### config.mk
export PLATFORM = sky130hd
export DESIGN_NAME = keypad_scanner_flat
export DESIGN_NICKNAME = d
export VERILOG_FILES = /design/src/rtl/keypad_scanner_if.sv /design/src/rtl/keypad_scanner.sv /design/src/flat_wrapper.sv
export SDC_FILE = /design/constraint.sdc
export NUM_CORES = 1
export LEC_CHECK = 0
export CELL_PAD_IN_SITES_DETAIL_PLACEMENT = 0
export CELL_PAD_IN_SITES_GLOBAL_PLACEMENT = 2
export CORE_UTILIZATION = 37
export CTS_CLUSTER_SIZE = 40
export DETAILED_ROUTE_END_ITERATION = 16
export PLACE_DENSITY = 0.92
export SKIP_LAST_GASP = 1
export SLEW_MARGIN = 20
export SYNTH_ARGS = -nofsm -noshare
export SYNTH_HDL_FRONTEND = slang
export SYNTH_SLANG_ARGS = --single-unit
export TNS_END_PERCENT = 30
### constraint.sdc
create_clock -name clk_100MHz -period 8.08 [get_ports clk_100MHz]
set_input_delay 0.808 -clock clk_100MHz [delete_from_list [all_inputs] [get_ports clk_100MHz]]
set_output_delay 0.808 -clock clk_100MHz [all_outputs]
set_load 0.02 [all_outputs]
### src/rtl/keypad_scanner_if.sv
// keypad_scanner_if: matrix drive/sense lines plus key event outputs.
// master = scanner, slave = keypad/consumer side.
interface keypad_scanner_if #(
  parameter int NCOL = 4,
  parameter int NROW = 4
);
  localparam int CW =
    (NROW * NCOL > 1) ? $clog2(NROW * NCOL) : 1;

  logic [NROW-1:0] row;
  logic [NCOL-1:0] col;
  logic [CW-1:0]   key_code;
  logic            key_valid;
  logic            key_held;
  logic            key_release;
  logic            multi_key;

  modport master (
    input  row,
    output col,
    output key_code,
    output key_valid,
    output key_held,
    output key_release,
    output multi_key
  );

  modport slave (
    output row,
    input  col,
    input  key_code,
    input  key_valid,
    input  key_held,
    input  key_release,
    input  multi_key
  );
endinterface

### src/rtl/keypad_scanner.sv
// keypad_scanner: column-strobed matrix keypad scanner with
// frame-rate press/release debounce and ghosting flag.
module keypad_scanner #(
  parameter int NCOL            = 4,
  parameter int NROW            = 4,
  parameter int SCAN_TICKS      = 100000,
  parameter int SETTLE          = 10,
  parameter int DEBOUNCE_FRAMES = 4,
  parameter int HEX_MAP         = 1
) (
  input  logic        clk_100MHz,
  input  logic        rst_n,
  keypad_scanner_if.master kp
);
  localparam int CW =
    (NROW * NCOL > 1) ? $clog2(NROW * NCOL) : 1;
  localparam int TW = $clog2(SCAN_TICKS);
  localparam int XW = (NCOL > 1) ? $clog2(NCOL) : 1;
  localparam bit USE_HEX =
    (HEX_MAP == 1) && (NCOL == 4) && (NROW == 4);
  localparam logic [3:0] DB4 = 4'(DEBOUNCE_FRAMES);
  // nibble (row*4+col): legacy hex legend
  localparam logic [63:0] HEX_LUT =
    64'hDEF0_C987_B654_A321;

  typedef enum logic [1:0] {
    S_IDLE,
    S_DB_PRESS,
    S_HELD,
    S_DB_REL
  } state_t;

  logic [TW-1:0]             r_timer;
  logic [XW-1:0]             r_col_idx;
  logic [NCOL-1:0]           r_col;
  logic [NCOL-1:0][NROW-1:0] r_frame;
  state_t                    r_state;
  logic [3:0]                r_cnt;
  logic [CW-1:0]             r_cand;
  logic [CW-1:0]             r_code;
  logic                      r_valid;
  logic                      r_held;
  logic                      r_rel;
  logic                      r_multi;

  logic                      w_slot_end;
  logic                      w_sample_en;
  logic                      w_eval;
  logic [XW-1:0]             w_col_next;
  logic [NROW-1:0]           w_sample;
  logic [NCOL-1:0][NROW-1:0] w_frame;
  logic [1:0]                w_pop;
  logic [CW-1:0]             w_idx;
  logic                      w_none;
  logic                      w_single;
  logic                      w_many;
  logic [3:0]                w_cnt_inc;

  function automatic logic [NCOL-1:0] col_drive(
    input logic [XW-1:0] idx
  );
    logic [NCOL-1:0] v;
    v = '1;
    v[NCOL-1-int'(idx)] = 1'b0;
    return v;
  endfunction

  function automatic logic [CW-1:0] key_index(
    input int c,
    input int r
  );
    if (USE_HEX)
      return CW'(HEX_LUT[((r * 4 + c) & 15) * 4 +: 4]);
    else
      return CW'(r * NCOL + c);
  endfunction

  assign w_slot_end  = (r_timer == TW'(SCAN_TICKS - 1));
  assign w_sample_en = (r_timer == TW'(SETTLE));
  assign w_eval      = w_sample_en &&
                       (r_col_idx == XW'(NCOL - 1));
  assign w_col_next  = (r_col_idx == XW'(NCOL - 1)) ?
                       '0 : r_col_idx + 1'b1;
  assign w_none      = (w_pop == 2'd0);
  assign w_single    = (w_pop == 2'd1);
  assign w_many      = (w_pop == 2'd2);
  assign w_cnt_inc   = r_cnt + 4'd1;

  // active-low rows, reordered so index r is keypad row r
  always_comb begin
    w_sample = '0;
    for (int r = 0; r < NROW; r++)
      w_sample[r] = ~kp.row[NROW-1-r];
  end

  // frame as seen at evaluation: last column taken live
  always_comb begin
    w_frame = r_frame;
    w_frame[NCOL-1] = w_sample;
    w_pop = 2'd0;
    w_idx = '0;
    for (int c = 0; c < NCOL; c++) begin
      for (int r = 0; r < NROW; r++) begin
        if (w_frame[c][r]) begin
          if (w_pop != 2'd2)
            w_pop = w_pop + 2'd1;
          w_idx = key_index(c, r);
        end
      end
    end
  end

  // column slot timer and registered column drive
  always_ff @(posedge clk_100MHz) begin
    if (!rst_n) begin
      r_timer   <= '0;
      r_col_idx <= '0;
      r_col     <= col_drive('0);
    end else if (w_slot_end) begin
      r_timer   <= '0;
      r_col_idx <= w_col_next;
      r_col     <= col_drive(w_col_next);
    end else begin
      r_timer   <= r_timer + 1'b1;
    end
  end

  // capture settled rows into the current column slot
  always_ff @(posedge clk_100MHz) begin
    if (!rst_n)
      r_frame <= '0;
    else if (w_sample_en)
      r_frame[r_col_idx] <= w_sample;
  end

  // frame-rate press/release debounce with registered outputs
  always_ff @(posedge clk_100MHz) begin
    if (!rst_n) begin
      r_state <= S_IDLE;
      r_cnt   <= '0;
      r_cand  <= '0;
      r_code  <= '0;
      r_valid <= 1'b0;
      r_held  <= 1'b0;
      r_rel   <= 1'b0;
      r_multi <= 1'b0;
    end else begin
      r_valid <= 1'b0;
      r_rel   <= 1'b0;
      if (w_eval) begin
        r_multi <= w_many;
        unique case (r_state)
          S_IDLE: begin
            if (w_single) begin
              if (DEBOUNCE_FRAMES == 1) begin
                r_state <= S_HELD;
                r_code  <= w_idx;
                r_valid <= 1'b1;
                r_held  <= 1'b1;
                r_cnt   <= '0;
              end else begin
                r_state <= S_DB_PRESS;
                r_cand  <= w_idx;
                r_cnt   <= 4'd1;
              end
            end
          end
          S_DB_PRESS: begin
            if (w_single && (w_idx == r_cand)) begin
              if (w_cnt_inc == DB4) begin
                r_state <= S_HELD;
                r_code  <= r_cand;
                r_valid <= 1'b1;
                r_held  <= 1'b1;
                r_cnt   <= '0;
              end else begin
                r_cnt   <= w_cnt_inc;
              end
            end else if (w_single) begin
              r_cand <= w_idx;
              r_cnt  <= 4'd1;
            end else begin
              r_state <= S_IDLE;
              r_cnt   <= '0;
            end
          end
          S_HELD: begin
            if (w_none) begin
              if (DEBOUNCE_FRAMES == 1) begin
                r_state <= S_IDLE;
                r_rel   <= 1'b1;
                r_held  <= 1'b0;
                r_cnt   <= '0;
              end else begin
                r_state <= S_DB_REL;
                r_cnt   <= 4'd1;
              end
            end
          end
          S_DB_REL: begin
            if (w_none) begin
              if (w_cnt_inc == DB4) begin
                r_state <= S_IDLE;
                r_rel   <= 1'b1;
                r_held  <= 1'b0;
                r_cnt   <= '0;
              end else begin
                r_cnt   <= w_cnt_inc;
              end
            end else begin
              r_state <= S_HELD;
              r_cnt   <= '0;
            end
          end
          default: begin
            r_state <= S_IDLE;
            r_cnt   <= '0;
          end
        endcase
      end
    end
  end

  assign kp.col         = r_col;
  assign kp.key_code    = r_code;
  assign kp.key_valid   = r_valid;
  assign kp.key_held    = r_held;
  assign kp.key_release = r_rel;
  assign kp.multi_key   = r_multi;

endmodule
### src/flat_wrapper.sv
// flat-port wrapper written by rule: the top's interface ports become plain ports
module keypad_scanner_flat 
#(
  parameter int NCOL            = 4,
  parameter int NROW            = 4,
  parameter int SCAN_TICKS      = 100000,
  parameter int SETTLE          = 10,
  parameter int DEBOUNCE_FRAMES = 4,
  parameter int HEX_MAP         = 1
)
  (clk_100MHz, rst_n, kp_row, kp_col, kp_key_code, kp_key_valid, kp_key_held, kp_key_release, kp_multi_key);
  keypad_scanner_if #(.NCOL(NCOL), .NROW(NROW)) kp_i ();
  input  logic clk_100MHz;
  input  logic rst_n;
  input wire logic [$bits(kp_i.row)-1:0] kp_row;
  output wire logic [$bits(kp_i.col)-1:0] kp_col;
  output wire logic [$bits(kp_i.key_code)-1:0] kp_key_code;
  output wire logic [$bits(kp_i.key_valid)-1:0] kp_key_valid;
  output wire logic [$bits(kp_i.key_held)-1:0] kp_key_held;
  output wire logic [$bits(kp_i.key_release)-1:0] kp_key_release;
  output wire logic [$bits(kp_i.multi_key)-1:0] kp_multi_key;
  assign kp_i.row = kp_row;
  assign kp_col = kp_i.col;
  assign kp_key_code = kp_i.key_code;
  assign kp_key_valid = kp_i.key_valid;
  assign kp_key_held = kp_i.key_held;
  assign kp_key_release = kp_i.key_release;
  assign kp_multi_key = kp_i.multi_key;
  keypad_scanner #(.NCOL(NCOL), .NROW(NROW), .SCAN_TICKS(SCAN_TICKS), .SETTLE(SETTLE), .DEBOUNCE_FRAMES(DEBOUNCE_FRAMES), .HEX_MAP(HEX_MAP)) u_core (.clk_100MHz(clk_100MHz), .rst_n(rst_n), .kp(kp_i));
endmodule
==> flow_metrics.py <==
metrics = {
    "status": {
        "outcome": "completed",
    },
    "floorplan": {
        "start_util_pct": 37.9,
        "fp-row-count": 40,
        "io-pin-count": 18,
        "dieWidth_um": 113,
        "fp.dieArea_um2": 12700,
        "design.core.area_um2": 12000,
        "die_height_um": 113,
    },
    "clock_tree": {
        "clkSinkCount": 53,
        "clockBufferDepth": 2,
        "holdBufCountCts": 0,
        "cts_max_level": 2,
        "numCtsBuffers": 5,
        "clock-root-buffer": "clkbuf_16",
        "cts_tree": "done",
        "clock_insertion_delay_worst_skew_ps": 290,
        "cts.reportedPaths.clkPinSlew_ps": 70,
    },
    "timing": {
        "max_clock_skew_ps": 5.61,
        "rsz_0062_raised_after_global_routing": "false",
        "tightestPinTransition_ps": 750,
        "final.period_utilization_pct": 92.8,
        "max_freq_mhz": 133,
        "final.min_clock_period_ps": 7500,
        "drv_slew": 0,
        "setup_tns_ps": 0,
        "finalSetupViolations": 0,
        "hold_viol_final": 0,
        "worst_slew_margin_rel_pct": 49.7,
    },
    "pwr": {
        "internal_power_w": 0.000433,
        "switching_share_pct": 22.4,
        "portion_of_total_power_attributed_to_sequential_cells_pct": 47.2,
        "switchingPower_w": 0.000125,
        "combPwrFrac_pct": 8.0,
        "static-leakage-power_nw": 1.72,
        "share_clk_of_total_power_pct": 44.7,
        "largest_voltage_drop_on_the_vdd_net_v": 0.000121,
        "power_density_nw_per_um2": 112,
    },
    "route": {
        "drt_drc_violations_left": 0,
        "routedWlPerCell_um": 15.0,
        "totalWireLength_um": 11200,
        "pre_repair_dr_iteration_count": 5,
        "drt_iter0_drc": 363,
        "postRouteAntennaNets": 0,
        "avgViaCountPerCell": 5.93,
        "num_vias": 4427,
    },
    "setup_path": {
        "worst-path-max-fanout": 13,
        "timing_worst_setup_path_type": "reg -> reg",
        "worst-endpoint-arrival_ps": 7670,
        "worst_ep_required_time_ps": 8240,
        "critical_path.startpoint_type": "register",
        "crit_path_end_kind": "register",
    },
    "synth": {
        "synthCells": 603,
        "synth_edf_count": 0,
        "post_synth.cell_area_avg_um2": 7.55,
        "postSynthNetCount": 626,
        "synth-seq-area-share_pct": 23.3,
        "netlist_area_um2": 4550,
        "synth-warning-count": 0,
        "async_reset_ff_share_pct": 0,
        "synth-seq-cells": 53,
        "synthDistinctLibCells": 83,
        "ys.flop_type": "dfxtp_1",
    },
    "global_route": {
        "grt_max_degree": 28,
        "gr-usage-all-layers_pct": 17.7,
        "first_global_vias": 4010,
        "grt_pass1_wl_um": 19000,
        "grt_antenna_before_repair": 0,
        "global_route.overflow_total": 0,
    },
    "final_layout": {
        "area_of_all_placed_cells_without_fillers_um2": 5010,
        "final_net_count": 621,
        "ratio_of_cells_with_drive_above_1_in_the_final_layout_pct": 8.18,
        "instances_no_fill": 746,
        "areaGrowthSynthToFinish_pct": 10.0,
        "final_util_pct": 41.7,
        "antenna_cells": 0,
    },
    "place": {
        "post-dp-hpwl_um": 8370,
        "postPlaceCellArea_um2": 4790,
        "place.detailed.instances": 736,
        "gp_congestion": 0.857,
        "port-buffer-count": 17,
    },
    "flow_run": {
        "max_capacitance_violation_count": 0,
    },
    "hold_path": {
        "hold_class": "reg -> reg",
    },
}
[worst paths after layout]
path                     start                    end  cells past startpoint  slack, ps
min reg2reg    u_core.r_cnt[2]        u_core.r_cnt[2]                      2        480
min            u_core.r_cnt[2]        u_core.r_cnt[2]                      2        480
max reg2reg  u_core.r_frame[0]  u_core.kp.key_code[1]                     25        580
max          u_core.r_frame[0]  u_core.kp.key_code[1]                     25        580
[per-stage QoR]
stage | setup slack [ps] | hold slack, ps | power (W)
2_1_floorplan | 1270 | 441 | 0.000305
3_3_place_gp | 393 | 461 | 0.000314
3_5_place_dp | 286 | 473 | 0.000314
4_1_cts | 247 | 482 | 0.000564
5_1_grt | 48.6 | 520 | 0.000578
6_report | 578 | 480 | 0.000559
[synth_stat cells (4+ instances only)]
cell type	instances	area (um2)
a211o_1	7	61.3
a211oi_1	26	195
a21oi_1	26	130
a22oi_1	4	30.0
a31o_2	4	35.0
a31oi_1	13	81.3
and2_1	11	68.8
and3_1	12	75.1
buf_4	4	30.0
clkbuf_1	28	105
dfxtp_1	53	1060
ha_1	17	213
inv_1	19	71.3
mux2i_1	13	130
nand2_1	56	210
nand3_1	24	120
nand3b_1	4	30.0
nand4_1	10	62.6
nor2_1	83	312
nor3_1	22	110
nor4_1	7	43.8
o211ai_1	5	37.5
o21ai_0	20	100
o221ai_1	6	52.6
o31ai_1	4	30.0
or2_2	4	25.0
or3_1	7	43.8
or4_1	5	37.5
xnor2_1	15	131
xor2_1	13	114
[area by class of cell]
type | instances | area [um2]
sequential | 53 | 1060
inverter | 21 | 78.8
timing repair buffer | 24 | 223
multi-input combinational | 493 | 3290
fill | 1234 | 7010
clock buffer | 7 | 143
clock inverter | 1 | 30.0
tap | 147 | 184
[placed cells by master, fill, tap and decap left out, types with 6 or more instances in the layout]
cell type        instances
nor2_1                  83
clkdlybuf4s50_1         17
inv_1                   19
a21oi_1                 24
nand3_1                 24
buf_4                    7
mux2i_1                 13
xnor2_1                 15
and3_1                  12
dfxtp_1                 53
o221ai_1                 6
a31oi_1                 11
a211oi_1                26
xor2_1                  13
and2_1                  11
nand2_1                 56
nor3_1                  21
o21ai_0                 20
nand4_1                 10
ha_1                    17
nor4_1                   7
or3_1                    6
a211o_1                  7
[state kept, by name, indices dropped and copies added, names as in the netlist]
name                   cells
u_core.r_timer            17
u_core.r_cand              4
u_core.kp.key_valid        1
u_core.kp.col              4
u_core.kp.key_code         4
u_core.r_state             2
u_core.kp.key_release      1
u_core.kp.key_held         1
u_core.kp.multi_key        1
u_core.r_col_idx           2
u_core.r_cnt               4
u_core.r_frame            12
[cell families after synthesis]
kind of cell	count (synthesis)	synth area share [%]
and+or+nand+nor	262	28.7
DFF	53	23.3
AOI/OAI and AO/OA	171	29.4
buffers and inverters	57	5.14
adders and majority gates	18	4.89
xor gates and xnor gates	29	5.75
muxes	13	2.86
[power groups by stage]
| stage | sequential, W | combinational [W] | clock [W] |
|---|---|---|---|
| 2_1_floorplan | 0.000270 | 0.0000351 | 0 |
| 3_3_place_gp | 0.000270 | 0.0000442 | 0 |
| 3_5_place_dp | 0.000270 | 0.0000444 | 0 |
| 4_1_cts | 0.000264 | 0.0000447 | 0.000256 |
| 5_1_grt | 0.000264 | 0.0000501 | 0.000263 |
| 6_report | 0.000264 | 0.0000450 | 0.000250 |
[worst max-delay path: stages (launching register included)]
cell and delay (ps):
dfxtp_1 400, inv_1 90, ha_1 410, nor3b_4 220
a211oi_4 410, nor2_1 150, a2111oi_4 430, a211oi_1 190
or3_1 400, or4_1 520, o2111ai_2 210, a21o_1 230
or4b_1 490, and4_4 240, or2_1 350, o211ai_2 220
o221ai_2 140, a221oi_4 390, a311oi_1 90, ha_1 330
nand2_1 70, o311a_2 320, o221ai_2 210, or4_1 580
mux2i_1 210, nor2_1 50
[layer usage]
metal | share of wire [%] | global-route usage (%) | wire length, um
met3 | 3.4 | 1.93 | 385
met1 | 49 | 24.3 | 5490
met2 | 47 | 29.7 | 5220
met4 | 0.99 | 4.12 | 111
met5 | 0 | 0 | 0
[what timing repair did]
| action | 4_1_cts | 5_1_grt |
|---|---|---|
| buffers inserted | 0 | 2 |
| setup endpoints to repair | 0 | 12 |
| resized for setup | 0 | 6 |
(Power assumes the default switching activity.)
